[src/rtl/unified_memory_arbiter.sv]
// Arbiter sharing one single-ported backing memory between instruction fetch
// (read-only) and the data port. Data has priority, and a starvation counter bounds how long fetch can wait.
module unified_memory_arbiter #(
  parameter int ADDR_WIDTH   = 32,
  parameter int DATA_WIDTH   = 32,
  parameter int STARVE_LIMIT = 4
) (
  input  logic                  clk,
  input  logic                  reset,
  input  logic                  i_read,
  input  logic [ADDR_WIDTH-1:0] i_address,
  output logic [DATA_WIDTH-1:0] i_readdata,
  output logic                  i_busywait,
  input  logic                  d_read,
  input  logic                  d_write,
  input  logic [ADDR_WIDTH-1:0] d_address,
  input  logic [DATA_WIDTH-1:0] d_writedata,
  output logic [DATA_WIDTH-1:0] d_readdata,
  output logic                  d_busywait,
  output logic                  mem_read,
  output logic                  mem_write,
  output logic [ADDR_WIDTH-1:0] mem_address,
  output logic [DATA_WIDTH-1:0] mem_writedata,
  input  logic [DATA_WIDTH-1:0] mem_readdata,
  input  logic                  mem_busywait
);

  typedef enum logic [2:0] {IDLE, SERVE_I, SERVE_D, DONE_I, DONE_D} state_t;

  localparam logic [3:0] STARVE_MAX = 4'(STARVE_LIMIT);

  state_t                state_q, state_d;
  logic                  issued_q, issued_d;
  logic [3:0]            starve_cnt_q, starve_cnt_d;
  logic                  mem_read_q, mem_read_d;
  logic                  mem_write_q, mem_write_d;
  logic [ADDR_WIDTH-1:0] addr_q, addr_d;
  logic [DATA_WIDTH-1:0] wdata_q, wdata_d;
  logic [DATA_WIDTH-1:0] i_rdata_q, i_rdata_d;
  logic [DATA_WIDTH-1:0] d_rdata_q, d_rdata_d;
  logic                  d_req;
  logic                  grant_i;
  logic                  grant_d;

  always_comb begin
    state_d      = state_q;
    issued_d     = issued_q;
    starve_cnt_d = starve_cnt_q;
    mem_read_d   = mem_read_q;
    mem_write_d  = mem_write_q;
    addr_d       = addr_q;
    wdata_d      = wdata_q;
    i_rdata_d    = i_rdata_q;
    d_rdata_d    = d_rdata_q;
    d_req        = d_read | d_write;
    grant_i      = 1'b0;
    grant_d      = 1'b0;

    case (state_q)
      IDLE: begin
        if (d_req && i_read) begin
          grant_i = (starve_cnt_q == STARVE_MAX);
          grant_d = ~grant_i;
        end else begin
          grant_i = i_read;
          grant_d = d_req;
        end
        // The strobe registers double as the latched operation; write wins a read+write collision.
        if (grant_d) begin
          state_d     = SERVE_D;
          issued_d    = 1'b0;
          addr_d      = d_address;
          wdata_d     = d_writedata;
          mem_write_d = d_write;
          mem_read_d  = ~d_write;
        end else if (grant_i) begin
          state_d     = SERVE_I;
          issued_d    = 1'b0;
          addr_d      = i_address;
          mem_write_d = 1'b0;
          mem_read_d  = 1'b1;
        end
      end
      SERVE_I, SERVE_D: begin
        if (!issued_q) begin
          issued_d = 1'b1;
        end else if (!mem_busywait) begin
          if (state_q == SERVE_I) begin
            i_rdata_d = mem_readdata;
          end else if (mem_read_q) begin
            d_rdata_d = mem_readdata;
          end
          mem_read_d  = 1'b0;
          mem_write_d = 1'b0;
          state_d     = (state_q == SERVE_I) ? DONE_I : DONE_D;
        end
      end
      DONE_I, DONE_D: state_d = IDLE;
      default:        state_d = IDLE;
    endcase

    if (!i_read || grant_i) begin
      starve_cnt_d = 4'd0;
    end else if (grant_d && (starve_cnt_q != STARVE_MAX)) begin
      starve_cnt_d = starve_cnt_q + 4'd1;
    end
  end

  always_ff @(posedge clk or negedge reset) begin
    if (!reset) begin
      state_q      <= IDLE;
      issued_q     <= 1'b0;
      starve_cnt_q <= 4'd0;
      mem_read_q   <= 1'b0;
      mem_write_q  <= 1'b0;
      addr_q       <= '0;
      wdata_q      <= '0;
      i_rdata_q    <= '0;
      d_rdata_q    <= '0;
    end else begin
      state_q      <= state_d;
      issued_q     <= issued_d;
      starve_cnt_q <= starve_cnt_d;
      mem_read_q   <= mem_read_d;
      mem_write_q  <= mem_write_d;
      addr_q       <= addr_d;
      wdata_q      <= wdata_d;
      i_rdata_q    <= i_rdata_d;
      d_rdata_q    <= d_rdata_d;
    end
  end

  // Busywaits are combinational so a new request stalls in the cycle it rises.
  assign i_busywait    = i_read & (state_q != DONE_I);
  assign d_busywait    = (d_read | d_write) & (state_q != DONE_D);
  assign i_readdata    = i_rdata_q;
  assign d_readdata    = d_rdata_q;
  assign mem_read      = mem_read_q;
  assign mem_write     = mem_write_q;
  assign mem_address   = addr_q;
  assign mem_writedata = wdata_q;

endmodule

[config.mk]
export PLATFORM = sky130hd
export DESIGN_NAME = unified_memory_arbiter
export DESIGN_NICKNAME = d
export VERILOG_FILES = /design/src/rtl/unified_memory_arbiter.sv
export SDC_FILE = /design/constraint.sdc
export NUM_CORES = 1
export LEC_CHECK = 0
export ABC_CLOCK_PERIOD_IN_PS = 2800
export CAP_MARGIN = 10
export CELL_PAD_IN_SITES_DETAIL_PLACEMENT = 1
export CELL_PAD_IN_SITES_GLOBAL_PLACEMENT = 1
export CORE_ASPECT_RATIO = 1.75
export CORE_MARGIN = 3
export CORE_UTILIZATION = 36
export CTS_BUF_LIST = sky130_fd_sc_hd__clkbuf_8
export DETAILED_ROUTE_END_ITERATION = 16
export PLACE_DENSITY_LB_ADDON = 0.1
export SYNTH_ARGS = -nofsm -noshare
export SYNTH_HDL_FRONTEND = slang
export SYNTH_SLANG_ARGS = --single-unit
[constraint.sdc]
create_clock -name clk -period 2.8 [get_ports clk]
set_input_delay 0.56 -clock clk [delete_from_list [all_inputs] [get_ports clk]]
set_output_delay 0.56 -clock clk [all_outputs]
set_load 0.02 [all_outputs]
# [After elaboration in Yosys (flattened, before gate mapping)]
# Cells that the tools add are included.
[word_totals] reg_bits=138 output_inout_bits=132
[op_classes] muxes=26 bitwise_logic=7 n_reduce_logical=16 addsub=1 n_eq_ne=9
[op_table] cell="32-bit two-way mux" n=2
[op_table] cell="3-bit two-way mux" n=5
[op_table] cell="1-bit two-way mux" n=13
[op_table] cell="4-bit two-way mux" n=2
[op_table] cell="4-bit AND reduction" n=2
[op_table] cell="3-bit inequality test (second input constant)" n=2
[op_table] cell="1-bit one-hot mux with 2 select lines" n=3
[op_table] cell="3-bit one-hot mux with 2 select lines" n=1
[op_table] cell="2-bit AND reduction" n=3
[op_table] cell="2-bit nonzero test" n=3
[op_table] cell="5-bit AND reduction" n=1
[op_table] cell="4-bit by 1-bit adder with 4-bit output (second input constant)" n=1
[op_table] cell="4-bit by 3-bit equality test with 1-bit output (second input constant)" n=1
[op_table] cell="2-bit inequality test (second input constant)" n=2
[op_table] cell="4-bit by 3-bit inequality test with 1-bit output (second input constant)" n=1
[op_table] cell="1-bit inverter" n=4
[op_table] cell="3-bit by 1-bit equality test with 1-bit output (second input constant)" n=1
[op_table] cell="3-bit by 2-bit equality test with 1-bit output (second input constant)" n=1
[op_table] cell="3-bit zero test" n=1
[op_table] cell="3-bit by 2-bit inequality test with 1-bit output (second input constant)" n=1
[op_table] cell="3-bit AND reduction" n=1
[op_table] cell="1-bit bitwise AND" n=2
[op_table] cell="1-bit logical AND" n=2
[op_table] cell="2-bit OR reduction" n=1
[op_table] cell="other kinds (3)" n=3

# [Longest topological paths before layout]
[depth] depth_word=8 ltp_mapped=6 mapped_depth_nobuf=5

# [Least setup slack after synthesis]
# OpenSTA, ideal clock, no wires.
[synth_path] path_kind="in2reg" start="in i_read" end="reg wdata_q[0], in the netlist mem_writedata[0]" t_arrival_ps=1786 required_time_ps=2675 path_slack_ps=889 path_stages=5 path_buffers=2 cell_sequence="buf_2 nand4b_1 nand3_1 buf_2 mux2_2"
[synth_between] elab_chain_cells=4
[synth_lines] element="start, declared" line="10" text="input logic i_read,"
[synth_lines] element="1-bit logical AND" line="61" text="if (d_req && i_read) begin"
[synth_lines] element="1-bit two-way mux" line="61"
[synth_lines] element="1-bit two-way mux" line="59" text="case (state_q)"
[synth_lines] element="2-bit AND reduction (no line)"
[synth_lines] element="end signal, assigned" line="127" text="wdata_q <= wdata_d;"
[synth_lines] element="end, declared" line="38" text="logic [DATA_WIDTH-1:0] wdata_q, wdata_d;"
# Every way passes these cells. The select of a mux whose other input is x is not followed.
# A chain may end at the register's enable or synchronous reset.

# [Worst setup path after layout]
[layout_path] start="in d_read" end="out d_busywait"
[layout_between] elab_chain_cells=2
[layout_lines] element="start, declared" line="14" text="input logic d_read,"
[layout_lines] element="1-bit bitwise OR" line="135" text="assign d_busywait = (d_read | d_write) & (state_q != DONE_D);"
[layout_lines] element="1-bit bitwise AND" line="135"
[layout_lines] element="end, declared" line="19" text="output logic d_busywait,"
# Every way passes these cells.

==> impl_metrics.toml <==
[status]
status = "complete, no violations"

[setup_path]
worstPathArrival_ns = 2.06
required_ns = 2.24
crit_path_start_kind = "input port"
crit_path_end_kind = "output pin"
ff2ff_path_depth = 4
cp_max_fo = 4
path_class = "input port to output pin"

[die]
chipHeight_um = 176
ioPinCount = 266
die_w_um = 103
std_cell_rows = 61
die_area_um2 = 18200
start_util_pct = 37.1
core_area_um2 = 16000

[power_and_ir_drop]
p_leak_nw = 3.88
power_density_nw_per_um2 = 1160
vdd_drop_max_mv = 0.811

[clocking]
cts_tree = "built"
post_cts_buffers = 0
htree_levels = 4
cts-buffers-inserted = 17
cts_root_buf = "clkbuf_8"
clockBufferDepth = 2
cts_sinks = 138
ctsHoldBuffers = 0
cts_resized = 0
clock_latency_ns = 0.44
clkSlewWorstSetupHoldPaths_ns = 0.08

[sta]
slew_headroom_pct = 57.2
finalClockSkew_ns = 0.0188
hold_viol = 0
drv_slew = 0
worstMarginPinSlew_ns = 0.642
post-route-min-period_ns = 2.62
setup_ws_ns = 0.176
setup_viol_count_final = 0
hold-worst-slack_ns = 0.0700
post-route-period-util_pct = 93.7
fmax_mhz = 381
rsz0062_at_grt = "no"
tns_ns = 0

[layout]
final_area_um2 = 9200
n_antenna_cell = 0
mostFrequentLayoutCell = "clkdlybuf4s50_1"
area_delta_synth_final_pct = 54.7
final_nets = 816
drive_above_1_share_pct = 20.5
final_cell_mix = "clkdlybuf4s50_1 (264), dfrtp_1 (138), mux2_2 (58)"

[routing]
drt_wl_total_mm = 19.2
drcViolationCount = 0
vias = 4777
ant_nets = 0
dr.pass1.iters = 4
wire_per_inst_um = 21.8
vias_per_cell = 5.42
drtIter0Drc = 88

[placed_design]
placed_cell_area_um2 = 8770
routabilityCongestion = 0.774
dp_hpwl_mm = 14.1
dp_slack_ns = 0.204
portBuffers = 265

[synth]
synthFlopType = "dfrtp_1"
synth_top_area_share_pct = 58.1
synth_area_leader_cell = "dfrtp_1"
synthCells = 418
synth.yosys.seq_area_share_pct = 58.1
post_synth.cell_area_avg_um2 = 14.2
ys_seq_elements = 138
ys_types = 46
synth_fp_nets = 554
synth_area_um2 = 5950
synth_edf_count = 0
synthArstFlopShare_pct = 100
ys_top_cells_by_area = "dfrtp_1 (58%), mux2_2 (11%), mux2_4 (7.6%)"
yosysWarningCount = 0

[global_routing]
grt_start_max_net_pins = 56
grt_use_total_pct = 21.4
grt_pass1_wl_mm = 29.8
grt_pass1_vias = 5489
antenna_found_initial = 0
grt_overflow = 0

[worst_hold_path]
hold_path_class = "input port to async pin"

[run]
drv_cap = 0
==> metrics by stage <==
step / instances / power, mW / utilization [%]
after global routing: 882 / 11.2 / 57.4
after CTS: 882 / 10.8 / 57.4
after global placement: 850 / 8.74 / 54.7
final: 882 / 10.7 / 57.4
after floorplan: 418 / 6.27 / -
after detailed placement: 850 / 8.97 / 54.7
==> synth_stat cells, types with 2 or more instances <==
cell type	count
ha_1	2
nor3_2	2
mux2_1	9
nand3_1	5
a311oi_1	32
inv_1	3
o21ai_0	34
nor2_1	2
dfrtp_1	138
buf_2	13
mux2_2	58
a211oi_1	2
nand2_1	4
buf_4	2
clkbuf_1	17
buf_12	3
nand2b_1	2
a2bb2oi_1	32
buf_6	2
mux2_4	30
==> layout make-up <==
type	count	area, um2
flip-flops and latches	138	3450
multi-input cells	239	2270
clock inverters	15	199
fillers	1640	6830
inverters	4	15.0
well taps	189	236
clock buffers	17	234
repair buffers	280	2790
==> report_power, final <==
part | switching, mW | internal [mW]
registers | 0.591 | 2.94
clock network | 0.806 | 0.972
logic | 2.49 | 2.85
==> sequential cells by signal (all words and copies together), names as in the netlist <==
register / count
i_readdata: 32
mem_address: 32
mem_read: 1
mem_writedata: 32
starve_cnt_q: 4
issued_q: 1
d_readdata: 32
state_q: 3
mem_write: 1
==> worst max-delay path: stages <==
cell and delay, ns:
clkdlybuf4s50_1 0.62, nor2_2 0.08, a21oi_1 0.17, clkdlybuf4s50_1 0.63
==> cell families (layout without fill, tap and decap cells) <==
group,count (synthesis),count (layout),synth area share (%)
flops,138,138,58.1
compound gates,113,113,14.3
mux,97,97,20.3
buf+inv,41,316,4.06
xor+xnor,1,1,0.147
simple gates,26,26,2.76
fa+ha+maj,2,2,0.421
==> metal layers <==
| metal | global-route usage, % | share of wire [%] |
|---|---|---|
| met2 | 40.2 | 56 |
| met1 | 22.4 | 36 |
| met3 | 5.06 | 5.3 |
| met5 | 0 | 0 |
| met4 | 7.89 | 2.7 |
==> path summary, 6_finish.rpt <==
kind	from	to	slack (ns)
min reg2reg	mem_writedata[3]	mem_writedata[3]	0.50
min in group clk	mem_writedata[3]	mem_writedata[3]	0.50
max reg2reg	state_q[2]	mem_address[28]	0.61
max	d_read	d_busywait	0.18
max in group asynchronous	reset	d_readdata[10]	1.88
min	reset	i_readdata[13]	0.07
Power figures use the tool's default switching activity.
